File: src/rtl/cu_pkg.sv
// Shared encodings and control-bundle types for the pipelined MIPS control unit.
package cu_pkg;

    localparam int OPC_W      = 6;
    localparam int ALU_CODE_W = 3;

    localparam logic [OPC_W-1:0] OP_RTYPE = 6'b000000;
    localparam logic [OPC_W-1:0] OP_LW    = 6'b100011;
    localparam logic [OPC_W-1:0] OP_SW    = 6'b101011;
    localparam logic [OPC_W-1:0] OP_BEQ   = 6'b000100;
    localparam logic [OPC_W-1:0] OP_BNE   = 6'b000101;
    localparam logic [OPC_W-1:0] OP_ADDI  = 6'b001000;
    localparam logic [OPC_W-1:0] OP_ANDI  = 6'b001100;
    localparam logic [OPC_W-1:0] OP_ORI   = 6'b001101;
    localparam logic [OPC_W-1:0] OP_J     = 6'b000010;
    localparam logic [OPC_W-1:0] OP_JAL   = 6'b000011;

    localparam logic [ALU_CODE_W-1:0] ALU_ADD   = 3'd0;
    localparam logic [ALU_CODE_W-1:0] ALU_SUB   = 3'd1;
    localparam logic [ALU_CODE_W-1:0] ALU_FUNCT = 3'd2;
    localparam logic [ALU_CODE_W-1:0] ALU_AND   = 3'd3;
    localparam logic [ALU_CODE_W-1:0] ALU_OR    = 3'd4;

    localparam logic [1:0] RD_RT  = 2'd0;
    localparam logic [1:0] RD_RD  = 2'd1;
    localparam logic [1:0] RD_R31 = 2'd2;

    localparam logic [1:0] MTR_ALU = 2'd0;
    localparam logic [1:0] MTR_MEM = 2'd1;
    localparam logic [1:0] MTR_PC4 = 2'd2;

    localparam logic [1:0] PCSEL_SEQ = 2'd0;
    localparam logic [1:0] PCSEL_BR  = 2'd1;
    localparam logic [1:0] PCSEL_JMP = 2'd2;

    typedef struct packed {
        logic [1:0]            reg_dst;
        logic                  alu_src;
        logic [ALU_CODE_W-1:0] alu_op;
    } ex_ctrl_t;

    typedef struct packed {
        logic mem_read;
        logic mem_write;
    } mem_ctrl_t;

    typedef struct packed {
        logic       reg_write;
        logic [1:0] mem_to_reg;
    } wb_ctrl_t;

    // Fields that travel down the pipeline; jump is consumed in ID only.
    typedef struct packed {
        logic      branch;
        logic      br_ne;
        ex_ctrl_t  ex;
        mem_ctrl_t mem;
        wb_ctrl_t  wb;
    } pipe_ctrl_t;

    typedef struct packed {
        logic       jump;
        pipe_ctrl_t pipe;
    } ctrl_t;

    localparam ctrl_t      CTRL_BUBBLE = '0;
    localparam pipe_ctrl_t PIPE_BUBBLE = '0;

endpackage

File: src/rtl/pipelined_control_unit_decode.sv
// Combinational ID-stage decoder: opcode to control bundle and register-read usage.
module cu_decode
    import cu_pkg::*;
#(
    parameter int OPCODE_W = 6
) (
    input  logic [OPCODE_W-1:0] i_opcode,
    output ctrl_t               o_ctrl,
    output logic                o_uses_rs,
    output logic                o_uses_rt,
    output logic                o_illegal
);

    always_comb begin
        o_ctrl    = CTRL_BUBBLE;
        o_uses_rs = 1'b0;
        o_uses_rt = 1'b0;
        o_illegal = 1'b0;
        case (i_opcode)
            OPCODE_W'(OP_RTYPE): begin
                o_ctrl.pipe.ex.reg_dst   = RD_RD;
                o_ctrl.pipe.ex.alu_op    = ALU_FUNCT;
                o_ctrl.pipe.wb.reg_write = 1'b1;
                o_uses_rs = 1'b1;
                o_uses_rt = 1'b1;
            end
            OPCODE_W'(OP_LW): begin
                o_ctrl.pipe.ex.alu_src    = 1'b1;
                o_ctrl.pipe.ex.alu_op     = ALU_ADD;
                o_ctrl.pipe.mem.mem_read  = 1'b1;
                o_ctrl.pipe.wb.reg_write  = 1'b1;
                o_ctrl.pipe.wb.mem_to_reg = MTR_MEM;
                o_uses_rs = 1'b1;
            end
            OPCODE_W'(OP_SW): begin
                o_ctrl.pipe.ex.alu_src    = 1'b1;
                o_ctrl.pipe.ex.alu_op     = ALU_ADD;
                o_ctrl.pipe.mem.mem_write = 1'b1;
                o_uses_rs = 1'b1;
                o_uses_rt = 1'b1;
            end
            OPCODE_W'(OP_BEQ): begin
                o_ctrl.pipe.ex.alu_op = ALU_SUB;
                o_ctrl.pipe.branch    = 1'b1;
                o_uses_rs = 1'b1;
                o_uses_rt = 1'b1;
            end
            OPCODE_W'(OP_BNE): begin
                o_ctrl.pipe.ex.alu_op = ALU_SUB;
                o_ctrl.pipe.branch    = 1'b1;
                o_ctrl.pipe.br_ne     = 1'b1;
                o_uses_rs = 1'b1;
                o_uses_rt = 1'b1;
            end
            OPCODE_W'(OP_ADDI): begin
                o_ctrl.pipe.ex.alu_src   = 1'b1;
                o_ctrl.pipe.ex.alu_op    = ALU_ADD;
                o_ctrl.pipe.wb.reg_write = 1'b1;
                o_uses_rs = 1'b1;
            end
            OPCODE_W'(OP_ANDI): begin
                o_ctrl.pipe.ex.alu_src   = 1'b1;
                o_ctrl.pipe.ex.alu_op    = ALU_AND;
                o_ctrl.pipe.wb.reg_write = 1'b1;
                o_uses_rs = 1'b1;
            end
            OPCODE_W'(OP_ORI): begin
                o_ctrl.pipe.ex.alu_src   = 1'b1;
                o_ctrl.pipe.ex.alu_op    = ALU_OR;
                o_ctrl.pipe.wb.reg_write = 1'b1;
                o_uses_rs = 1'b1;
            end
            OPCODE_W'(OP_J): begin
                o_ctrl.jump = 1'b1;
            end
            OPCODE_W'(OP_JAL): begin
                o_ctrl.jump               = 1'b1;
                o_ctrl.pipe.ex.reg_dst    = RD_R31;
                o_ctrl.pipe.wb.reg_write  = 1'b1;
                o_ctrl.pipe.wb.mem_to_reg = MTR_PC4;
            end
            default: o_illegal = 1'b1;
        endcase
    end

endmodule

File: src/rtl/pipelined_control_unit.sv
// Pipelined MIPS control unit: ID decode, ID/EX..MEM/WB control registers,
// load-use stall, branch/jump flush and PC select, illegal-op flag, stall counter.
module pipelined_control_unit
    import cu_pkg::*;
#(
    parameter int OPCODE_W = 6,
    parameter int REG_W    = 5,
    parameter int ALUOP_W  = 3,
    parameter int CNT_W    = 16
) (
    input  logic                CLK,
    input  logic                RST,
    input  logic [OPCODE_W-1:0] OpCode,
    input  logic [REG_W-1:0]    IdRs,
    input  logic [REG_W-1:0]    IdRt,
    input  logic [REG_W-1:0]    ExRt,
    input  logic                ExZero,
    output logic [1:0]          Ex_RegDst,
    output logic                Ex_ALUSrc,
    output logic [ALUOP_W-1:0]  Ex_ALUOp,
    output logic                Mem_MemRead,
    output logic                Mem_MemWrite,
    output logic                Wb_RegWrite,
    output logic [1:0]          Wb_MemtoReg,
    output logic [1:0]          PCSel,
    output logic                Stall,
    output logic                FlushIfId,
    output logic                IllegalOp,
    output logic [CNT_W-1:0]    StallCount
);

    ctrl_t      w_id_ctrl;
    logic       w_uses_rs;
    logic       w_uses_rt;
    logic       w_illegal;
    logic       w_load_use;
    logic       w_br_taken;
    logic       w_stall;
    logic       w_jump_go;
    logic       w_flush;

    pipe_ctrl_t r_idex;
    mem_ctrl_t  r_exmem_mem;
    wb_ctrl_t   r_exmem_wb;
    wb_ctrl_t   r_memwb_wb;
    logic       r_illegal;
    logic [CNT_W-1:0] r_stall_cnt;

    cu_decode #(
        .OPCODE_W (OPCODE_W)
    ) u_decode (
        .i_opcode  (OpCode),
        .o_ctrl    (w_id_ctrl),
        .o_uses_rs (w_uses_rs),
        .o_uses_rt (w_uses_rt),
        .o_illegal (w_illegal)
    );

    assign w_load_use = r_idex.mem.mem_read && (ExRt != '0) &&
                        ((w_uses_rs && (ExRt == IdRs)) || (w_uses_rt && (ExRt == IdRt)));
    assign w_br_taken = r_idex.branch & (ExZero ^ r_idex.br_ne);
    // A taken branch wins: the instruction in ID is on the wrong path anyway.
    assign w_stall    = w_load_use & ~w_br_taken;
    // ID opcode is live during reset, so the jump path is masked explicitly.
    assign w_jump_go  = w_id_ctrl.jump & ~w_stall & ~RST;
    assign w_flush    = w_br_taken | w_jump_go;

    always_comb begin
        PCSel = PCSEL_SEQ;
        if (w_br_taken)     PCSel = PCSEL_BR;
        else if (w_jump_go) PCSel = PCSEL_JMP;
    end

    assign Stall     = w_stall;
    assign FlushIfId = w_flush;

    always_ff @(posedge CLK or posedge RST) begin
        if (RST) begin
            r_idex      <= PIPE_BUBBLE;
            r_exmem_mem <= '0;
            r_exmem_wb  <= '0;
            r_memwb_wb  <= '0;
        end else begin
            // jal flushes IF/ID but itself proceeds, so only hazards bubble ID/EX.
            r_idex      <= (w_load_use || w_br_taken) ? PIPE_BUBBLE : w_id_ctrl.pipe;
            r_exmem_mem <= r_idex.mem;
            r_exmem_wb  <= r_idex.wb;
            r_memwb_wb  <= r_exmem_wb;
        end
    end

    always_ff @(posedge CLK or posedge RST) begin
        if (RST) begin
            r_illegal   <= 1'b0;
            r_stall_cnt <= '0;
        end else begin
            if (w_illegal && !w_stall && !w_flush) r_illegal <= 1'b1;
            if (w_stall && (r_stall_cnt != '1))    r_stall_cnt <= r_stall_cnt + 1'b1;
        end
    end

    assign Ex_RegDst    = r_idex.ex.reg_dst;
    assign Ex_ALUSrc    = r_idex.ex.alu_src;
    assign Ex_ALUOp     = ALUOP_W'(r_idex.ex.alu_op);
    assign Mem_MemRead  = r_exmem_mem.mem_read;
    assign Mem_MemWrite = r_exmem_mem.mem_write;
    assign Wb_RegWrite  = r_memwb_wb.reg_write;
    assign Wb_MemtoReg  = r_memwb_wb.mem_to_reg;
    assign IllegalOp    = r_illegal;
    assign StallCount   = r_stall_cnt;

endmodule

File: config.mk
export PLATFORM = sky130hd
export DESIGN_NAME = pipelined_control_unit
export DESIGN_NICKNAME = d
export VERILOG_FILES = /design/src/rtl/cu_pkg.sv /design/src/rtl/pipelined_control_unit_decode.sv /design/src/rtl/pipelined_control_unit.sv
export SDC_FILE = /design/constraint.sdc
export NUM_CORES = 1
export LEC_CHECK = 0
export ABC_AREA = 0
export BUFFER_PORTS_ARGS = -buffer_cell sky130_fd_sc_hd__buf_2
export CAP_MARGIN = 40
export CORE_MARGIN = 2
export CORE_UTILIZATION = 52
export DETAILED_ROUTE_END_ITERATION = 8
export PLACE_DENSITY = 0.89
export REMOVE_ABC_BUFFERS = 1
export SYNTH_ARGS = -nofsm -noshare
export SYNTH_HDL_FRONTEND = slang
export SYNTH_HIERARCHICAL = 1
export SYNTH_SLANG_ARGS = --single-unit
File: constraint.sdc
create_clock -name CLK -period 2.75 [get_ports CLK]
set_input_delay 0.55 -clock CLK [delete_from_list [all_inputs] [get_ports CLK]]
set_output_delay 0.55 -clock CLK [all_outputs]
set_load 0.02 [all_outputs]
==> qor.yml, run 1 <==
power_and_ir_drop:
  p_int_uw: 802
  switching_share_pct: 23.5
  power_density_nw_per_um2: 449
  ir_worst_vdd_v: 0.000184
  p_clk_share_pct: 37.2
  power_frac_seq_pct: 54.0
  leakage_uw: 0.00125
  combPwrFrac_pct: 8.8
  p_sw_uw: 246
synthesis:
  synth.distinct_cells: 47
  seq_area_frac_synth_pct: 47.7
  synthArstFlopShare_pct: 100
  synth_compound_area_share_pct: 6.65
  synth_fa_ha_area_share_pct: 0.628
  synth_area_per_cell_um2: 10.8
  synth_top_area_share_pct: 47.7
  synth-edff-count: 0
  synth-seq-cells: 38
  synth_top_family_by_area: "simple AND/OR/NAND/NOR gates"
  yosys.area_share.simple_pct: 25.7
  ys.warnings.count: 6
  synth_area_um2: 1990
  synth_mux_area_share_pct: 0.565
  synthCells: 185
  synth.area.top_cells: "dfrtp_1 (48%), xor2_1 (10%), and2_1 (4.7%)"
  synth_xor_area_share_pct: 12.2
  synth_flop_cell: "dfrtp_1"
  yosysTopAreaCell: "dfrtp_1"
clocking:
  clock_latency_ns: 0.29
  cts.clk_slew.worst_paths_ns: 0.07
  clkSinkCount: 38
  htreeDepth: 2
  post_cts_buffers: 0
  cts.hold.buffers_added: 0
  clock_path_buffers: 2
  post_cts_resized: 0
  cts_root_buffer: "clkbuf_8"
  cts_buffers: 5
  cts_tree: "built"
die:
  die_y_um: 65.9
  die_area_um2: 4340
  fp.dieW_um: 65.9
  initial_core_util_pct: 54.4
  io-pin-count: 56
  design.core.area_um2: 3660
  rows: 22
cells_and_area:
  diodes: 0
  final_nets: 256
  fin_cells: 280
  design_area_um2: 2330
  area_delta_synth_final_pct: 17.0
  nFillCells: 315
  final_layout_size_suffix_gt1_share_pct: 36.2
global_routing:
  grt.met2_usage_pct: 33.8
  grt.met3_usage_pct: 5.45
  grt_use_met1_pct: 25.4
  grt_pass1_vias: 1434
  gr-total-overflow: 0
  grt.total_usage_pct: 20.8
  antenna_found_initial: 0
  grt_busiest_layer: "met2"
  grt_pass1_wl_mm: 6.62
  grt_max_degree: 39
timing:
  report.final.hold_viol_count: 0
  hold_ws_ns: 0.349
  slew_headroom_pct: 67.9
  skew_ns: 0.00536
  slew_viol_final: 0
  grt_setup_unrepaired: "no"
  fin_tns_setup_ns: 0
  max_freq_mhz: 393
  min_period_over_period_pct: 92.4
  setup_viol_count_final: 0
  min_period_ns: 2.54
  tightest_slew_ns: 0.482
detailed_routing:
  dr.pass1.iters: 4
  routed_wl_mm: 3.91
  viasPerCell: 5.39
  route.detailed.drc: 0
  routed-via-count: 1510
  wl_per_cell_um: 14.0
  drt_iter0_drc: 54
  antenna_left: 0
critical_path:
  path_max_fanout: 8
  crit_buf_inv: 3
  crit_top_cell: "buf_2"
  critical_path.max_stage_delay_ns: 0.26
  critical_path_class: "in -> out"
  startpoint_type: "primary input"
  cp_top_family: "compound AO/OA/AOI/OAI gates"
  required_ns: 2.20
  path_cells: "buf_2 > inv_1 > o21ai_0 > o22ai_1 > and2_0 > a32oi_2 > nor2_1 > nor3_1 > buf_2"
  slowest_stage: "o21ai_0"
  worstSetupEndpointType: "output pin"
  cp_data_arrival_time_ns: 1.99
worst_hold_path:
  holdCritPathClass: "reg -> reg"
placement:
  gp_congestion: 0.899
  portBuffers: 55
  post_dp_cell_area_um2: 2240
  dp_cells: 272
  hpwl_mm: 2.95
job:
  drv_cap: 0
outcome:
  status: "completed"
[worst reg2reg max path, stage by stage (launching register included)]
cell and delay, ns:
dfrtp_1 0.43, ha_1 0.25, and3_1 0.26, a41o_1 0.43
or4_4 0.56, xnor2_2 0.14
[Yosys cell counts (all sizes together) (2+ instances only)]
library cell and number:
a21oi 3, nand3 5, inv 2, nand2b 2, o22ai 3, nand4 8, xnor2 4, nand2 4
and3 3, or4 2, a2bb2oi 2, and2 16, xor2 23, dfrtp 38, nor4 6, and4 3
buf 17, or3 3, o21ai 3, clkbuf 3, nor3 17, nor2 7
[logic make-up (layout without fill, tap and decap cells)]
kind of cell / after synthesis / after routing
mux: 1 / 1
flops: 38 / 38
xor+xnor: 27 / 27
compound gates: 16 / 16
fa+ha+maj: 1 / 1
buf+inv: 22 / 69
simple gates: 80 / 80
[metal layers]
layer | routed length [um] | share of wire [%] | up-vias
met5 | 0 | 0 | -
li1 | - | - | 733
met2 | 1930 | 49 | 51
met1 | 1680 | 43 | 718
met3 | 221 | 5.7 | 8
met4 | 85 | 2.2 | 0
[area by class of cell]
class / instances / area [um^2] / area share, %
clock inverter: 2 / 12.5 / 0.536
tap: 48 / 60.1 / 2.58
timing repair buffer: 59 / 305 / 13.1
sequential: 38 / 951 / 40.8
multi-input combinational: 125 / 913 / 39.2
clock buffer: 6 / 82.6 / 3.54
inverter: 2 / 7.51 / 0.322
[metrics by stage]
stage	total power, uW	utilization [%]	setup WS [ns]
after floorplan	624	-	-0.156
after CTS	1060	63.7	0.205
after global routing	1100	63.7	0.00439
after detailed placement	670	61.1	0.215
final	1050	63.7	0.208
after global placement	666	61.1	0.275
[path summary, 6_finish.rpt]
path	startpoint	end	slack, ns	cells past startpoint
max	OpCode[0]	PCSel[1]	0.21	9
min	r_exmem_wb[0]	Wb_MemtoReg[0]	0.35	0
max reg2reg	StallCount[0]	StallCount[7]	0.57	5
min reg2reg	r_exmem_wb[0]	Wb_MemtoReg[0]	0.35	0
max in group asynchronous	RST	StallCount[11]	2.02	3
min in group asynchronous	RST	r_idex[2]	0.42	3
[power by group through the flow]
stage                     registers, uW  logic, uW  clock network [uW]
after global routing                566        102                 432
after detailed placement            576       93.5                   0
after floorplan                     580       44.3                   0
after CTS                           566       93.6                 400
final                               566       92.2                 389
after global placement              576       89.9                   0
[flip-flops by register name, indices dropped and copies added, names as in the netlist]
name and flops:
Mem_MemRead 1, Ex_ALUSrc 1, r_idex 7, IllegalOp 1
StallCount 16, Mem_MemWrite 1, r_exmem_wb 3, Wb_MemtoReg 2
Wb_RegWrite 1, Ex_RegDst 2, Ex_ALUOp 3
[cells in the final DEF (no fill, tap or decap), drive strengths merged, types with 3 or more instances in the layout]
cell type	n
o22ai	3
nand2	4
nor2	7
clkbuf	6
xor2	23
o21ai	3
nand4	8
buf	59
and4	3
and3	3
nor4	6
xnor2	4
nand3	5
nor3	17
and2	16
a21oi	3
or3	3
dfrtp	38
Note: power is estimated with default switching activity, not from simulation.
==> inputs of run 2 (changes only) <==
--- a/config.mk
+++ b/config.mk
@@ -8,7 +8,6 @@
 export ABC_AREA = 0
 export BUFFER_PORTS_ARGS = -buffer_cell sky130_fd_sc_hd__buf_2
 export CAP_MARGIN = 40
-export CORE_MARGIN = 2
 export CORE_UTILIZATION = 52
 export DETAILED_ROUTE_END_ITERATION = 8
 export PLACE_DENSITY = 0.89
==> constraint.sdc (replaced) <==
create_clock -name CLK -period 2.75 [get_ports CLK]
set_input_delay 0.275 -clock CLK [delete_from_list [all_inputs] [get_ports CLK]]
set_output_delay 0.275 -clock CLK [all_outputs]
set_load 0.02 [all_outputs]
==> run 2 against run 1 <==
Combinational power shrank 0.5%. Utilization shrank 0.41 points. Maximum frequency grew 8.9%. Sequential share of layout area grew 0.26 points. Setup slack gained 0.21 ns. Hold slack lost 0.19 ns. Largest power group unchanged.
==> qor.yml, run 2 (synthesized netlist as in run 1, its figures left out) <==
outcome:
  status: "completed"
detailed_routing:
  viasPerCell: 5.38
  dr.pass1.iters: 4
  routed-via-count: 1496
  drt_iter0_drc: 78
  route.detailed.drc: 0
  routed_wl_mm: 3.77
  antenna_left: 0
  wl_per_cell_um: 13.6
critical_path:
  startpoint: "OpCode[0]"
  timing.rr.start: "StallCount[0]"
  cp_data_arrival_time_ns: 2.06
  critPathCapture: "PCSel[1]"
  reg2reg_to: "StallCount[7]"
  r2r_slack_ns: 0.55
  required_ns: 2.48
  worstSetupEndpointType: "output pin"
  critical_path_class: "in -> out"
  path_max_fanout: 18
  reg2reg_depth: 5
  startpoint_type: "primary input"
die:
  die_y_um: 63.9
  io-pin-count: 56
  rows: 22
  design.core.area_um2: 3660
  fp.dieW_um: 63.9
  die_area_um2: 4080
  initial_core_util_pct: 54.4
placement:
  portBuffers: 55
  hpwl_mm: 2.73
  gp_congestion: 0.880
timing:
  skew_ns: 0.00410
  slew_headroom_pct: 64.6
  slew_viol_final: 0
  fin_tns_setup_ns: 0
  min_period_ns: 2.33
  grt_setup_unrepaired: "no"
  tightest_slew_ns: 0.531
  min_period_over_period_pct: 84.9
  setup_viol_count_final: 0
  max_freq_mhz: 428
  hold_ws_ns: 0.158
  report.final.hold_viol_count: 0
clocking:
  cts.hold.buffers_added: 0
  htreeDepth: 2
  cts_tree: "built"
  clock_path_buffers: 2
  clock_latency_ns: 0.29
  post_cts_resized: 0
  cts_root_buffer: "clkbuf_8"
  cts_buffers: 5
  cts.clk_slew.worst_paths_ns: 0.07
  clkSinkCount: 38
  post_cts_buffers: 0
cells_and_area:
  final_nets: 254
  diodes: 0
  final_layout_size_suffix_gt1_share_pct: 35.7
  area_delta_synth_final_pct: 16.3
  layout_common_cells: "buf_2 (55), dfrtp_1 (38), xor2_1 (23), and2_1 (15), nor3_1 (14)"
  nFillCells: 322
  largest_reg_flops: 16
  final_common_cell: "buf_2"
  post-route-util_pct: 63.3
global_routing:
  grt_pass1_vias: 1401
  antenna_found_initial: 0
  grt_max_degree: 39
  grt.total_usage_pct: 20.5
  gr-total-overflow: 0
  grt_pass1_wl_mm: 6.38
job:
  drv_cap: 0
power_and_ir_drop:
  total_power_uw: 1040
  power_density_nw_per_um2: 450
  ir_worst_vdd_v: 0.000186
  leakage_uw: 0.00124
worst_hold_path:
  holdCritPathClass: "in -> async"
==> run 2: cell type report <==
cell class,instances,area (um^2),area share [%]
Clock buffer,6,82.6,3.56
Clock inverter,2,12.5,0.540
Inverter,2,7.51,0.324
Multi-Input combinational cell,125,913,39.4
Sequential cell,38,951,41.0
Tap cell,48,60.1,2.59
Timing Repair Buffer,57,290,12.5
==> run 2: report_power, final <==
group	internal (uW)	switching (uW)	leakage [uW]
clock	201	185	0.0000472
sequential	564	1.52	0.000523
combinational	35.5	56.1	0.000667
total	800	243	0.00124
==> run 2: metal layers <==
metal,global-route usage (%),vias to the layer above,wire length (um)
met3,3.39,7,145
met5,0,-,0
li1,-,725,-
met4,10.2,0,62
met1,27.2,714,1720
met2,32.4,50,1840
==> run 2: worst max-delay path, cell delays in order <==
cell,delay (ns)
buf_2,0.15
inv_1,0.08
o21ai_0,0.36
o22ai_1,0.14
and2_0,0.17
a32oi_2,0.16
buf_4,0.26
nor2_1,0.10
nor3_1,0.17
buf_2,0.19
==> run 2: worst min-delay path by stage <==
stage | start | depth (start not counted) | to | slack [ns]
2_1_floorplan | r_idex[3] | 0 | Mem_MemWrite | 0.33
3_5_place_dp | r_idex[2] | 0 | r_exmem_wb[2] | 0.33
4_1_cts | RST | 3 | StallCount[4] | 0.18
6_report | RST | 3 | Ex_ALUOp[2] | 0.16
3_3_place_gp | r_exmem_wb[1] | 0 | Wb_MemtoReg[1] | 0.33
5_1_grt | RST | 3 | StallCount[6] | 0.19
==> run 2: stage by stage <==
step                      std cells  setup WS, ns  instance area (um^2)
after floorplan                 165         0.394                  1870
after global placement          270         0.493                  2220
after detailed placement        270         0.433                  2220
after CTS                       278         0.428                  2320
after global routing            278         0.276                  2320
final                           278         0.415                  2320
